[config.mk]
export PLATFORM = sky130hd
export DESIGN_NAME = instr_prefetch_queue
export DESIGN_NICKNAME = d
export VERILOG_FILES = /design/src/rtl/instr_prefetch_queue.sv
export SDC_FILE = /design/constraint.sdc
export NUM_CORES = 1
export LEC_CHECK = 0
export ABC_AREA = 1
export BUFFER_PORTS_ARGS = -buffer_cell sky130_fd_sc_hd__buf_2
export CORE_UTILIZATION = 45
export DETAILED_ROUTE_END_ITERATION = 6
export GPL_TIMING_DRIVEN = 0
export PLACE_DENSITY = 0.74
export SYNTH_ARGS = -nofsm -noshare
export SYNTH_HDL_FRONTEND = slang
export SYNTH_SLANG_ARGS = --single-unit
[constraint.sdc]
create_clock -name clk_i -period 3.6 [get_ports clk_i]
set_input_delay 0 -clock clk_i [delete_from_list [all_inputs] [get_ports clk_i]]
set_output_delay 0 -clock clk_i [all_outputs]
set_load 0.05 [all_outputs]
[src/rtl/instr_prefetch_queue.sv]
// Instruction prefetch queue: keeps up to DEPTH fetched words (with their PCs) ahead of decode,
// one outstanding memory request at a time; redirects flush the queue and drop in-flight data.
module instr_prefetch_queue #(
    parameter int          DEPTH    = 4,
    parameter logic [31:0] RESET_PC = 32'h0000_0000
) (
    input  logic                       clk_i,
    input  logic                       rst_i,
    input  logic                       redirect_i,
    input  logic [31:0]                redirect_pc_i,
    output logic                       mem_req_o,
    output logic [31:0]                mem_addr_o,
    input  logic                       mem_ack_i,
    input  logic [31:0]                mem_data_i,
    output logic                       instr_valid_o,
    output logic [31:0]                instr_o,
    output logic [31:0]                pc_o,
    input  logic                       instr_ready_i,
    output logic [$clog2(DEPTH):0]     count_o
);

    localparam int AW = $clog2(DEPTH);
    localparam int CW = AW + 1;
    localparam logic [CW-1:0] FULL = CW'(DEPTH);

    typedef enum logic [1:0] {IDLE, REQ, DROP} state_t;

    state_t         state;
    logic [31:0]    fetch_pc;
    logic [31:0]    q_instr [DEPTH];
    logic [31:0]    q_pc    [DEPTH];
    logic [AW-1:0]  rd_ptr, wr_ptr;
    logic [CW-1:0]  count, count_next;
    logic [31:0]    redir_pc, next_pc;
    logic           ack, push, pop;
    logic           unused_pc_bits;

    assign redir_pc       = {redirect_pc_i[31:2], 2'b00};
    assign unused_pc_bits = ^redirect_pc_i[1:0];
    assign next_pc        = fetch_pc + 32'd4;
    assign ack            = mem_ack_i & mem_req_o;
    assign push           = (state == REQ) & ack & ~redirect_i;
    assign pop            = instr_valid_o & instr_ready_i & ~redirect_i;
    assign count_next     = count + {{(CW-1){1'b0}}, push} - {{(CW-1){1'b0}}, pop};

    assign count_o       = count;
    assign instr_valid_o = (count != '0);
    assign instr_o       = instr_valid_o ? q_instr[rd_ptr] : 32'h0;
    assign pc_o          = instr_valid_o ? q_pc[rd_ptr]    : 32'h0;

    // Storage is never read while empty, so it needs no reset.
    always_ff @(posedge clk_i) begin
        if (push) begin
            q_instr[wr_ptr] <= mem_data_i;
            q_pc[wr_ptr]    <= fetch_pc;
        end
    end

    always_ff @(posedge clk_i or negedge rst_i) begin
        if (!rst_i) begin
            state      <= IDLE;
            fetch_pc   <= RESET_PC;
            mem_req_o  <= 1'b0;
            mem_addr_o <= 32'h0;
            rd_ptr     <= '0;
            wr_ptr     <= '0;
            count      <= '0;
        end else begin
            if (redirect_i) begin
                rd_ptr <= '0;
                wr_ptr <= '0;
                count  <= '0;
            end else begin
                if (push) wr_ptr <= wr_ptr + 1'b1;
                if (pop)  rd_ptr <= rd_ptr + 1'b1;
                count <= count_next;
            end

            case (state)
                IDLE: begin
                    if (redirect_i) begin
                        fetch_pc   <= redir_pc;
                        mem_addr_o <= redir_pc;
                        mem_req_o  <= 1'b1;
                        state      <= REQ;
                    end else if (count < FULL) begin
                        mem_addr_o <= fetch_pc;
                        mem_req_o  <= 1'b1;
                        state      <= REQ;
                    end
                end
                REQ: begin
                    if (redirect_i) begin
                        fetch_pc <= redir_pc;
                        if (ack) mem_addr_o <= redir_pc;
                        else     state      <= DROP;  // keep old address; response gets dropped
                    end else if (ack) begin
                        fetch_pc <= next_pc;
                        if (count_next < FULL) begin
                            mem_addr_o <= next_pc;
                        end else begin
                            mem_req_o <= 1'b0;
                            state     <= IDLE;
                        end
                    end
                end
                DROP: begin
                    // An ack completes the abandoned request even if another redirect lands with it.
                    if (redirect_i) fetch_pc <= redir_pc;
                    if (ack) begin
                        mem_addr_o <= redirect_i ? redir_pc : fetch_pc;
                        state      <= REQ;
                    end
                end
                default: begin
                    state     <= IDLE;
                    mem_req_o <= 1'b0;
                end
            endcase
        end
    end

endmodule
# Yosys cells after proc, flatten, opt, wreduce, memory -nomap -nowiden

Memories as Yosys holds them, arrays and structs flattened.
Index checks and enable logic that the tools add are counted.

Logic and storage cells: 80
Output and inout bits: 101
Input bits: 69
Memories kept: 2
Bits in registers: 74
RAM bits: 256

Memory list:

| name    | words | width | read ports | clocked after Yosys merged registers in | wr ports | RTL line | RTL |
|---|---|---|---|---|---|---|---|
| q_instr | 4     | 32    | 1          | 0                                       | 1        | 30       | `logic [31:0] q_instr [DEPTH];` |
| q_pc    | 4     | 32    | 1          | 0                                       | 1        | 31       | `logic [31:0] q_pc [DEPTH];` |

$lt $le $gt $ge: 2
Equality and inequality tests: 11
Bitwise gates (word level): 7
Reductions and logical operators: 11
Add/sub/neg operators: 5
Muxes and demuxes: 35

Operators with widths:

| kind                                                 | count |
|---|---|
| 2-to-1 mux 32 bit                                    | 12 |
| one-hot mux 32 bit (3 select lines)                  | 1 |
| one-hot mux 32 bit (2 select lines)                  | 1 |
| adder 32 x 3 -> 32 bit (second input constant)       | 1 |
| 2-to-1 mux 2 bit                                     | 11 |
| AND reduction 5 bit                                  | 3 |
| != test 3 bit (second input constant)                | 4 |
| != test 2 bit (second input constant)                | 4 |
| 2-to-1 mux 1 bit                                     | 7 |
| less-than comparator 3 bit (second input constant)   | 2 |
| one-hot mux 2 bit (3 select lines)                   | 1 |
| nonzero test 2 bit                                   | 3 |
| nonzero test 3 bit                                   | 2 |
| bitwise AND 1 bit                                    | 5 |
| adder 2 x 1 -> 2 bit (second input constant)         | 2 |
| adder 3 x 1 -> 3 bit                                 | 1 |
| 2-to-1 mux 3 bit                                     | 1 |
| != test 3 x 2 -> 1 bit (second input constant)       | 1 |
| one-hot mux 1 bit (3 select lines)                   | 1 |
| subtractor 3 x 1 -> 3 bit                            | 1 |
| equality test 2 x 1 -> 1 bit (second input constant) | 1 |
| equality test 2 bit (second input constant)          | 1 |
| logical NOT 2 bit                                    | 1 |
| NOT 1 bit                                            | 2 |
| other kinds (2)                                      | 2 |

# Logic depth before layout (Yosys ltp)

Depth in word-level cells: 10
Mapped depth: 16
Gate-level depth less buffers: 15

# Worst setup path before layout

No wires, ideal clock.

Path kind: reg-to-reg
Start point: reg mem_req_o
End point: mem q_instr[0][0] (enable)
Period minus slack after synthesis: 4,300 ps
Buffers on the path: 0
Required time: 3,114 ps
Arrival: 3,813 ps
Stages on the path, launching flop included: 5
Library setup time: 486 ps
Slack: -700 ps
Cells stage by stage: dfrtp_1 nand2_1 inv_2 nand2_1 nor2_1

Word-level cells in the longest chain between the ends: 5

Ends and longest elaborated chain:

| element                                | RTL line | RTL |
|---|---|---|
| start, declared                        | 11       | `output logic mem_req_o,` |
| start signal, assigned                 | 63       | `mem_req_o <= 1'b0;` |
| start signal, assigned                 | 84       | `mem_req_o <= 1'b1;` |
| start signal, assigned                 | 88       | `mem_req_o <= 1'b1;` |
| bitwise AND 1 bit                      | 41       | `assign ack = mem_ack_i & mem_req_o;` |
| bitwise AND 1 bit (2 in series)        | 42       | `assign push = (state == REQ) & ack & ~redirect_i;` |
| 2-to-1 mux 1 bit                       | 53       | `if (push) begin` |
| 2-to-1 mux 1 bit (implied by the code) | 54       | `q_instr[wr_ptr] <= mem_data_i;` |
| end, declared                          | 30       |  |

No other way between the ends.

# Final worst setup path

Start point: reg count[1], in the netlist count_o[1]
End point: reg mem_addr_o[16]

Word-level cells in the longest chain between the ends: 7
Elaborated cells on any way between the ends: 10
Those cells by class: 2 x add/sub; 2 x order compare; 2 x eq/ne; 2 x bitwise; 2 x reduce/logical

Ends and longest elaborated chain:

| element                                                                      | RTL line | RTL |
|---|---|---|
| start, declared                                                              | 33       | `logic [CW-1:0] count, count_next;` |
| start signal, assigned                                                       | 76       | `count <= count_next;` |
| parallel branches: the longest is 6 deep, another holds adder 3 x 1 -> 3 bit | -        |  |
| AND reduction 5 bit (no line) (*)                                            | -        |  |
| end signal, assigned                                                         | 95       | `if (ack) mem_addr_o <= redir_pc;` |
| end signal, assigned                                                         | 100      | `mem_addr_o <= next_pc;` |
| end signal, assigned                                                         | 111      | `mem_addr_o <= redirect_i ? redir_pc : fetch_pc;` |
| end, declared                                                                | 12       | `output logic [31:0] mem_addr_o,` |

Mark *: on every way between the ends.
A chain may end at the register's enable or synchronous reset.

==> impl_metrics.yaml <==
outcome:
  status: "finished, final reports clean"
global_route:
  antenna_found_initial: 0
  grt_pass1_wl_um: 64600
  grt_use_total_pct: 25.0
  gr-total-overflow: 0
  grt_max_degree: 40
  first_global_vias: 11884
cts:
  cts_buffer_depth: 3
  tritoncts: "yes"
  clock_sinks: 330
  cts-buffers-inserted: 35
  cts.clk_slew.worst_paths_ns: 0.06
  cts.htree.levels: 2
  clockRootBuffer: "clkbuf_16"
  clk_latency_ns: 0.53
  cts_setup_buffers: 0
logic_synthesis:
  ys_warn_count: 0
  synth_edf_count: 256
  ys_ff_latch: 330
  syn-num-nets: 1637
  seq_area_frac_synth_pct: 63.6
  synth_area_leaders: "edfxtp_1 (51%), dfrtp_1 (12%), nor2_1 (9.9%)"
  ys_types: 39
  async_flop_share_pct: 22.4
  avgSynthCellArea_um2: 9.61
  synth_top_family_by_area: "simple AND/OR/NAND/NOR gates"
  post_synth_inst_count: 1560
  synth_xor_area_share_pct: 0.117
  synth.cell_area_um2: 15000
  synth_simple_gate_area_share_pct: 20.7
  synthAdderAreaFrac_pct: 0.718
  yosys.area.top_type_share_pct: 51.3
  synth_compound_area_share_pct: 10.4
  synth.area.mux_share_pct: 0.0668
  synth_top_cell_by_area: "edfxtp_1"
  ys.flop_type: "edfxtp_1"
placement:
  gp_congestion: 0.977
  dp_cells: 2178
  dp_hpwl_um: 28800
  port_buffers: 166
pwr:
  power_density_nw_per_um2: 581
  peakVddDrop_v: 0.000357
  cellLeakagePower_uw: 0.00759
worst_setup_path:
  critPathMaxStageDelay_ns: 0.47
  end_kind: "register"
  crit_fanout: 10
  critPathArrivalTime_ns: 3.82
  crit_path_start: "count_o[1]"
  r2r-end: "mem_addr_o[16]"
  start_kind: "register"
  worstPathRequired_ns: 3.99
  rr_startpoint: "count_o[1]"
  rrSetupSlack_ns: 0.17
  path_cells: "nor3_2 > nor2_1 > inv_1 > nor2_1 > ha_1 > inv_1 > ha_1 > inv_1 > fa_1 > xor2_1 > nand2_1 > nand2_2 > buf_2 > nor2_1 > o21ai_0 > nand2_1"
  rr_worst_depth: 16
  crit_type: "reg2reg"
  worst_path_max_delay_cell: "nor3_2"
detailed_routing:
  drc: 0
  wl_per_cell_um: 18.6
  vias: 12400
  via_per_inst: 5.38
  ant_nets: 0
  wirelength_um: 42800
  first_pass_iters: 5
  drt_iter0_markers: 1326
finish:
  layout_common_cells: "nor2_1 (393), nand2_1 (275), edfxtp_1 (256)"
  n_fill_cell: 2766
  final_cells: 2305
  seq_area_um2: 9540
  drive_gt1_share_pct: 16.3
  nets: 1916
  synthToLayoutAreaGrowth_pct: 23.1
  n_antenna_cell: 0
  mostFrequentLayoutCell: "nor2_1"
  multi_input_area_um2: 4840
timing:
  setup_viol: 0
  grt_setup_unrepaired: "no"
  skew_ns: 0.0260
  layout_min_cycle_time_ns: 3.43
  hold_viol: 0
  slew_headroom_pct: 46.5
  tightest_slew_ns: 0.800
  max_freq_ghz: 0.292
  timing.final.crit_share_pct: 95.2
  slew_viol_final: 0
  finalHoldWorstSlack_ns: 0.0496
floorplan:
  rows: 66
  chipHeight_um: 185
  dieArea_um2: 34100
  initial_core_util_pct: 45.9
  boundaryPins: 170
  dieWidth_um: 185
  fp.coreArea_um2: 32700
job:
  max_cap_violations: 0
hold_path:
  min_from: "redirect_pc_i[31]"
  min_path_cells: 7
  hold_path_end: "fetch_pc[31]"
  hp-class: "in2reg"
[metal layers]
| layer | up-vias | wire, um | track usage [%] |
|---|---|---|---|
| li1 | 5850 | - | - |
| met1 | 5878 | 18000 | 33.4 |
| met2 | 579 | 19700 | 40.7 |
| met3 | 93 | 3550 | 4.17 |
| met4 | 0 | 1510 | 9.67 |
| met5 | - | 0 | 0 |
[synth_stat cells (all sizes together) (3+ instances only)]
cell and number:
a21boi 3, a21oi 100, a22oi 5, a31oi 5, buf 64, clkbuf 24, dfrtp 74, edfxtp 256
ha 7, inv 65, nand2 282, nand3 44, nand4 31, nor2 406, o211ai 4, o21ai 178
[report_power, final]
part	internal, uW	switching (uW)	total, uW
sequential	4170	102	4270
clock	2080	1480	3560
combinational	641	2250	2890
[state kept, by name (all words and copies together), names as in the netlist]
name        flops
q_instr       128
q_pc          128
fetch_pc       32
mem_addr_o     32
count_o         3
rd_ptr          2
state           2
wr_ptr          2
mem_req_o       1
[per-stage QoR]
stage                     setup TNS [ns]  util, %  cell area (um^2)  setup slack, ns  power (uW)
after detailed placement               0     50.9             16600          0.00541        7160
after CTS                              0     56.4             18500          0.00228       10800
after floorplan                  -179.13        -             15000           -0.700        6320
after global routing                   0     56.4             18500           0.0192       11100
final                                  0     56.4             18500            0.174       10700
after global placement           -652.51     50.1             16400            -2.62        7130
[critical path, delay by kind of cell (launching register included)]
kind                       cells  cell delay (ns)
adders and majority gates      3             0.85
AOI/OAI and AO/OA              1             0.19
xor gates and xnor gates       1             0.23
and+or+nand+nor                7             1.07
DFF                            1             0.44
buffers and inverters          4             0.52
[how the worst max path moves through the flow]
| stage | to | cells after the start |
|---|---|---|
| final | mem_addr_o[16] | 16 |
| after global routing | mem_addr_o[16] | 16 |
| after CTS | mem_addr_o[16] | 16 |
| after detailed placement | mem_addr_o[16] | 16 |
| after global placement | q_instr[1][25] | 5 |
| after floorplan | q_instr[0][0] | 4 |
[cell families after synthesis]
| family | after synthesis |
|---|---|
| DFF | 330 |
| adders and majority gates | 8 |
| muxes | 1 |
| xor gates and xnor gates | 2 |
| AOI/OAI and AO/OA | 299 |
| buffers and inverters | 153 |
| and+or+nand+nor | 767 |
[layout make-up]
cell class                      count  share of cell area [%]
Sequential cell                   330                    51.7
Tap cell                          442                    3.00
Timing Repair Buffer              242                    9.40
Inverter                           65                    1.32
Buffer                             88                    2.22
Clock buffer                       40                    5.02
Clock inverter                     21                    1.15
Multi-Input combinational cell   1077                    26.2
[timing repair]
item,in CTS,in global routing
gates resized for setup,0,2
setup endpoints to repair,0,31
endpoints found under the hold margin,260,0
hold buffers,66,0
(Power assumes the default switching activity.)
